File: src/rtl/uart_tx_fifo.sv
// UART transmitter with a TX FIFO: valid/ready write side, LSB-first serialiser with
// optional parity and one or two stop bits; frame format is latched at frame start.
module uart_tx_fifo #(
   parameter int unsigned DATA_W     = 8,
   parameter int unsigned FIFO_DEPTH = 8,
   parameter int unsigned LVL_W      = $clog2(FIFO_DEPTH) + 1
) (
   input  logic              clk,
   input  logic              rst_b,
   input  logic [15:0]       cfg_div,
   input  logic              cfg_txen,
   input  logic              cfg_nstop,
   input  logic              cfg_paren,
   input  logic              cfg_parodd,
   input  logic              tx_valid,
   input  logic [DATA_W-1:0] tx_data,
   output logic              tx_ready,
   output logic              uart_txd,
   output logic              tx_busy,
   output logic [LVL_W-1:0]  fifo_level
);

   localparam int unsigned PTR_W = (FIFO_DEPTH > 1) ? $clog2(FIFO_DEPTH) : 1;
   localparam int unsigned BIT_W = $clog2(DATA_W);
   localparam int unsigned DIV_W = 16;

   typedef enum logic [2:0] {IDLE, START, DATA, PARITY, STOP} state_t;

   typedef struct packed {
      logic [DIV_W-1:0] div;
      logic             nstop;
      logic             paren;
      logic             parodd;
   } frame_cfg_t;

   logic [DATA_W-1:0] mem [FIFO_DEPTH];
   logic [PTR_W-1:0]  wr_ptr;
   logic [PTR_W-1:0]  rd_ptr;
   logic [LVL_W-1:0]  level_q;
   logic [DATA_W-1:0] head;
   logic              push;
   logic              pop;
   logic              can_launch;
   logic              launch;
   logic              bit_end;

   state_t            state_q,  state_n;
   frame_cfg_t        fcfg_q,   fcfg_n;
   logic [DIV_W-1:0]  baud_q,   baud_n;
   logic [BIT_W-1:0]  bit_q,    bit_n;
   logic [DATA_W-1:0] shift_q,  shift_n;
   logic              par_q,    par_n;
   logic              txd_q,    txd_n;
   logic              busy_q,   busy_n;

   // Counter preload for one bit period; a divisor of 0 behaves as 1.
   function automatic logic [DIV_W-1:0] reload(input logic [DIV_W-1:0] div);
      return (div == '0) ? '0 : div - DIV_W'(1);
   endfunction

   assign tx_ready   = (level_q != LVL_W'(FIFO_DEPTH));
   assign push       = tx_valid && tx_ready;
   assign head       = mem[rd_ptr];
   assign can_launch = cfg_txen && (level_q != '0);
   assign bit_end    = (baud_q == '0);
   assign fifo_level = level_q;
   assign uart_txd   = txd_q;
   assign tx_busy    = busy_q;

   // FIFO storage carries no reset; the pointers alone define the contents.
   always_ff @(posedge clk) begin
      if (push) begin
         mem[wr_ptr] <= tx_data;
      end
   end

   always_ff @(posedge clk or negedge rst_b) begin
      if (!rst_b) begin
         wr_ptr  <= '0;
         rd_ptr  <= '0;
         level_q <= '0;
      end else begin
         if (push) begin
            wr_ptr <= wr_ptr + PTR_W'(1);
         end
         if (pop) begin
            rd_ptr <= rd_ptr + PTR_W'(1);
         end
         level_q <= level_q + LVL_W'(push) - LVL_W'(pop);
      end
   end

   always_ff @(posedge clk or negedge rst_b) begin
      if (!rst_b) begin
         state_q <= IDLE;
         fcfg_q  <= '0;
         baud_q  <= '0;
         bit_q   <= '0;
         shift_q <= '0;
         par_q   <= 1'b0;
         txd_q   <= 1'b1;
         busy_q  <= 1'b0;
      end else begin
         state_q <= state_n;
         fcfg_q  <= fcfg_n;
         baud_q  <= baud_n;
         bit_q   <= bit_n;
         shift_q <= shift_n;
         par_q   <= par_n;
         txd_q   <= txd_n;
         busy_q  <= busy_n;
      end
   end

   // Next-state and next-output logic; a frame launch (pop) overrides the case result.
   always_comb begin
      state_n = state_q;
      fcfg_n  = fcfg_q;
      baud_n  = baud_q;
      bit_n   = bit_q;
      shift_n = shift_q;
      par_n   = par_q;
      txd_n   = txd_q;
      busy_n  = busy_q;
      pop     = 1'b0;
      launch  = 1'b0;

      case (state_q)
         IDLE: begin
            txd_n  = 1'b1;
            busy_n = 1'b0;
            if (can_launch) begin
               launch = 1'b1;
            end
         end
         START: begin
            if (bit_end) begin
               state_n = DATA;
               txd_n   = shift_q[0];
               shift_n = shift_q >> 1;
               bit_n   = '0;
               baud_n  = reload(fcfg_q.div);
            end else begin
               baud_n = baud_q - DIV_W'(1);
            end
         end
         DATA: begin
            if (bit_end) begin
               baud_n = reload(fcfg_q.div);
               if (bit_q == BIT_W'(DATA_W - 1)) begin
                  bit_n = '0;
                  if (fcfg_q.paren) begin
                     state_n = PARITY;
                     txd_n   = par_q;
                  end else begin
                     state_n = STOP;
                     txd_n   = 1'b1;
                  end
               end else begin
                  bit_n   = bit_q + BIT_W'(1);
                  txd_n   = shift_q[0];
                  shift_n = shift_q >> 1;
               end
            end else begin
               baud_n = baud_q - DIV_W'(1);
            end
         end
         PARITY: begin
            if (bit_end) begin
               state_n = STOP;
               txd_n   = 1'b1;
               bit_n   = '0;
               baud_n  = reload(fcfg_q.div);
            end else begin
               baud_n = baud_q - DIV_W'(1);
            end
         end
         STOP: begin
            if (bit_end) begin
               if (fcfg_q.nstop && (bit_q == '0)) begin
                  bit_n  = BIT_W'(1);
                  baud_n = reload(fcfg_q.div);
               end else if (can_launch) begin
                  launch = 1'b1;
               end else begin
                  state_n = IDLE;
                  busy_n  = 1'b0;
                  txd_n   = 1'b1;
                  baud_n  = '0;
                  bit_n   = '0;
               end
            end else begin
               baud_n = baud_q - DIV_W'(1);
            end
         end
         default: begin
            state_n = IDLE;
         end
      endcase

      // Pop the head, snapshot the frame format and drive the start bit.
      if (launch) begin
         pop     = 1'b1;
         state_n = START;
         busy_n  = 1'b1;
         txd_n   = 1'b0;
         shift_n = head;
         par_n   = (^head) ^ cfg_parodd;
         fcfg_n  = '{div: cfg_div, nstop: cfg_nstop, paren: cfg_paren, parodd: cfg_parodd};
         baud_n  = reload(cfg_div);
         bit_n   = '0;
      end
   end

endmodule

File: config.mk
export PLATFORM = sky130hd
export DESIGN_NAME = uart_tx_fifo
export DESIGN_NICKNAME = d
export VERILOG_FILES = /design/src/rtl/uart_tx_fifo.sv
export SDC_FILE = /design/constraint.sdc
export NUM_CORES = 1
export LEC_CHECK = 0
export BUFFER_PORTS_ARGS = -buffer_cell sky130_fd_sc_hd__buf_2
export CORE_MARGIN = 2
export CORE_UTILIZATION = 65
export DETAILED_ROUTE_END_ITERATION = 10
export HOLD_SLACK_MARGIN = 0.06
export PLACE_DENSITY = 0.87
export SYNTH_ARGS = -nofsm -noshare
export SYNTH_HDL_FRONTEND = slang
export SYNTH_SLANG_ARGS = --single-unit
File: constraint.sdc
create_clock -name clk -period 6.1 [get_ports clk]
set_input_delay 1.22 -clock clk [delete_from_list [all_inputs] [get_ports clk]]
set_output_delay 1.22 -clock clk [all_outputs]
set_load 0.005 [all_outputs]
==> summary.txt <==
Synth
  • Post-synth EDFFs: 64
  • Top cells by area, synth: edfxtp_1, dfrtp_1, mux4_2
  • Avg Cell Area, Syn: 11.24 sq um
  • #FFs+latches synth: 125
  • Post-Syn Area: 0.006564 sq mm
  • Synth top area share: 29.28%
  • Synth cell types: 62
  • Syn nets: 631
  • Mapped Cells: 584
  • Register area share after synthesis: 52.55%
  • Top_reg_cell synth: edfxtp_1
  • Top cell type by total area after synthesis: edfxtp_1
  • Yosys Warn Count: 0
  • Ys async rst share: 48.80%

Placement
  • Port buffer count: 37
  • Post-DP HPWL: 9894 um
  • RePlAce Congestion: 0.9408

STA
  • Count of pins over their slew limit: 0
  • Final setup viols: 0
  • Worst Skew: 0.007698 ns
  • Final hold vios: 0
  • Slew HR: 15.25%
  • Unrepaired setup endpoints after global routing: false
  • Setup TNS: 0 ns
  • Fmax: 244.9 MHz
  • Worst slew pin tran: 1.260 ns
  • Post-route minimum period: 4.083 ns
  • Hold_ws: 0.4794 ns
  • Crit share post-route: 66.94%

Detailed routing
  • DRC viols: 0
  • Via-to-Cell Ratio: 6.328
  • DR iter-0 viols: 392
  • DRT Wirelength: 14930 um
  • Antenna viol nets, final: 0
  • Routed wire per std cell: 19.59 um
  • Via count: 4822
  • Drt first pass iters: 5

CTS
  • Root Buffer: clkbuf_8
  • CTS sink cnt: 125
  • Longest Clk Path Bufs: 2
  • CTS resizes: 0
  • Post-CTS Setup Inserts: 0
  • Num CTS Buffers: 17
  • CTS Hold Bufs: 0
  • Clock-pin slew on the worst setup and hold paths: 0.06 ns
  • CTS tree: built
  • H-tree levels: 4
  • Clock Latency Late Sink: 0.52 ns

Global routing
  • Initial antenna violation count: 0
  • Largest net degree at the start of global routing: 62
  • Vias in the first global route: 4846
  • Global-route wire length before repair: 24150 um
  • Gr usage total: 29.00%
  • Congestion Overflow GR: 0

Cells and area
  • Commonest cells after routing, fill and taps aside: nand2_1, edfxtp_1, dfrtp_1
  • Layout cells sized above 1: 17.81%
  • Fin nets: 663
  • Number of diodes: 0
  • Most common cell after layout, fill and taps aside: nand2_1
  • Area growth syn-to-layout: 12.28%

Critical path
  • CP cell instances: inv_1, ha_1, or3b_2, or4_1, o31ai_1, nand2_1, inv_2, ha_1, inv_1, ha_1, a21o_1, a21oi_1, xor2_1
  • Critical Path Most Common Cell: ha_1
  • Data required, critical path: 6.54 ns
  • Critical path capture point type: flip-flop
  • Crit start category: flip-flop
  • Worst Path Buf+Inv: 3
  • Arr. time, crit path: 4.53 ns
  • Worst-path fanout max: 29
  • Worst path max stage delay: 0.65 ns
  • Worst path slowest cell: or4_1
  • Cell family with most CP delay: simple AND/OR/NAND/NOR gates
  • Kind of critical path: flip-flop to flip-flop

Hold path
  • Hold WC Path Type: flip-flop to flip-flop

Die
  • Starting density of the core: 67.15%
  • Die Height: 104.5 um
  • CORE AREA: 0.009774 sq mm
  • Rows: 36
  • Chip Width: 104.5 um
  • Ports: 38
  • Die area: 0.01092 sq mm

Job
  • Max-Cap Viols: 0

Power
  • Leakage: 2.894 nW
  • Power Density: 309.3 mW/mm^2
  • Peak VDD IR: 0.0004335 V
  • Total Power: 2.279 mW

Outcome
  • Status: finished clean
-- synthesized netlist by cell type (4+ instances only) --
| cell | n |
|---|---|
| a211oi_1 | 6 |
| a21oi_1 | 20 |
| a31oi_1 | 10 |
| buf_2 | 8 |
| buf_6 | 4 |
| clkbuf_1 | 13 |
| dfrtp_1 | 60 |
| edfxtp_1 | 64 |
| ha_1 | 15 |
| inv_1 | 20 |
| mux2_2 | 11 |
| mux2i_1 | 8 |
| mux4_2 | 16 |
| nand2_1 | 86 |
| nand3_1 | 12 |
| nand4_1 | 5 |
| nor2_1 | 47 |
| nor3_1 | 16 |
| nor4_1 | 11 |
| o21a_1 | 4 |
| o21ai_0 | 21 |
| o31ai_1 | 5 |
| o32a_1 | 5 |
| or2_2 | 5 |
| or3_1 | 6 |
| or4_1 | 9 |
| xnor2_1 | 25 |
| xor2_1 | 17 |
-- cell families after synthesis --
kind of cell	after synthesis	share of synthesized area [%]
flip-flops	125	52.55
multiplexers	36	8.769
AO/OA/AOI/OAI	101	10.83
XOR/XNOR	43	5.947
AND/OR/NAND/NOR	213	15.15
adder cells (fa/ha/maj)	16	3.164
buffers and inverters	50	3.584
-- power by group --
group,internal (mW),total (mW),switching (mW)
logic,0.119,0.283,0.164
clock network,0.603,0.965,0.362
registers,0.984,1.03,0.0464
total,1.71,2.28,0.573
-- per-stage QoR --
step                util, %  cells  cell area [sq um]  setup WS (ns)
finish                75.40    762               7370          2.017
global route          75.40    762               7370          1.751
CTS                   75.40    762               7370          2.093
detailed placement    69.57    730               6800          2.094
global placement      69.57    730               6800          2.249
floorplan                 -    584               6564          2.508
-- flip-flops by register name (all words and copies together), names as in the netlist --
register / cells
bit_q: 3
shift_q: 8
tx_busy: 1
rd_ptr: 3
mem: 64
par_q: 1
uart_txd: 1
fcfg_q: 18
wr_ptr: 3
fifo_level: 4
baud_q: 16
state_q: 3
-- worst register-to-register path: cells and delay by family, from the launching register on --
kind	cells	cell delay, ns
XOR/XNOR	1	0.18
AND/OR/NAND/NOR	3	1.34
flip-flops	1	0.41
AO/OA/AOI/OAI	3	0.81
adder cells (fa/ha/maj)	3	0.75
buffers and inverters	3	0.52
-- final timing paths --
kind	start	end	slack, ns	depth (start not counted)
max	baud_q[0]	fifo_level[3]	2.02	13
min reg2reg	fcfg_q[2]	fcfg_q[2]	0.48	2
min	fcfg_q[2]	fcfg_q[2]	0.48	2
max reg2reg	baud_q[0]	fifo_level[3]	2.02	13
max in group asynchronous	rst_b	state_q[0]	4.72	2
min in group asynchronous	rst_b	fcfg_q[7]	0.86	2
-- per-layer routing --
metal / wire length (um) / share of wire, % / GRT usage [%]
met1: 5918 / 40 / 35.82
met2: 7582 / 51 / 48.65
met3: 985 / 6.6 / 7.018
met4: 443 / 3.0 / 12.74
met5: 0 / 0 / 0
-- final cells by class --
type,instances,area (sq um)
Clock inverter,10,116.4
Multi-Input combinational cell,409,2883
Sequential cell,125,3450
Fill cell,599,2405
Tap cell,133,166.4
Timing Repair Buffer,42,222.7
Clock buffer,22,452.9
Inverter,21,78.83
No activity file was read; power rests on OpenSTA's default activity.
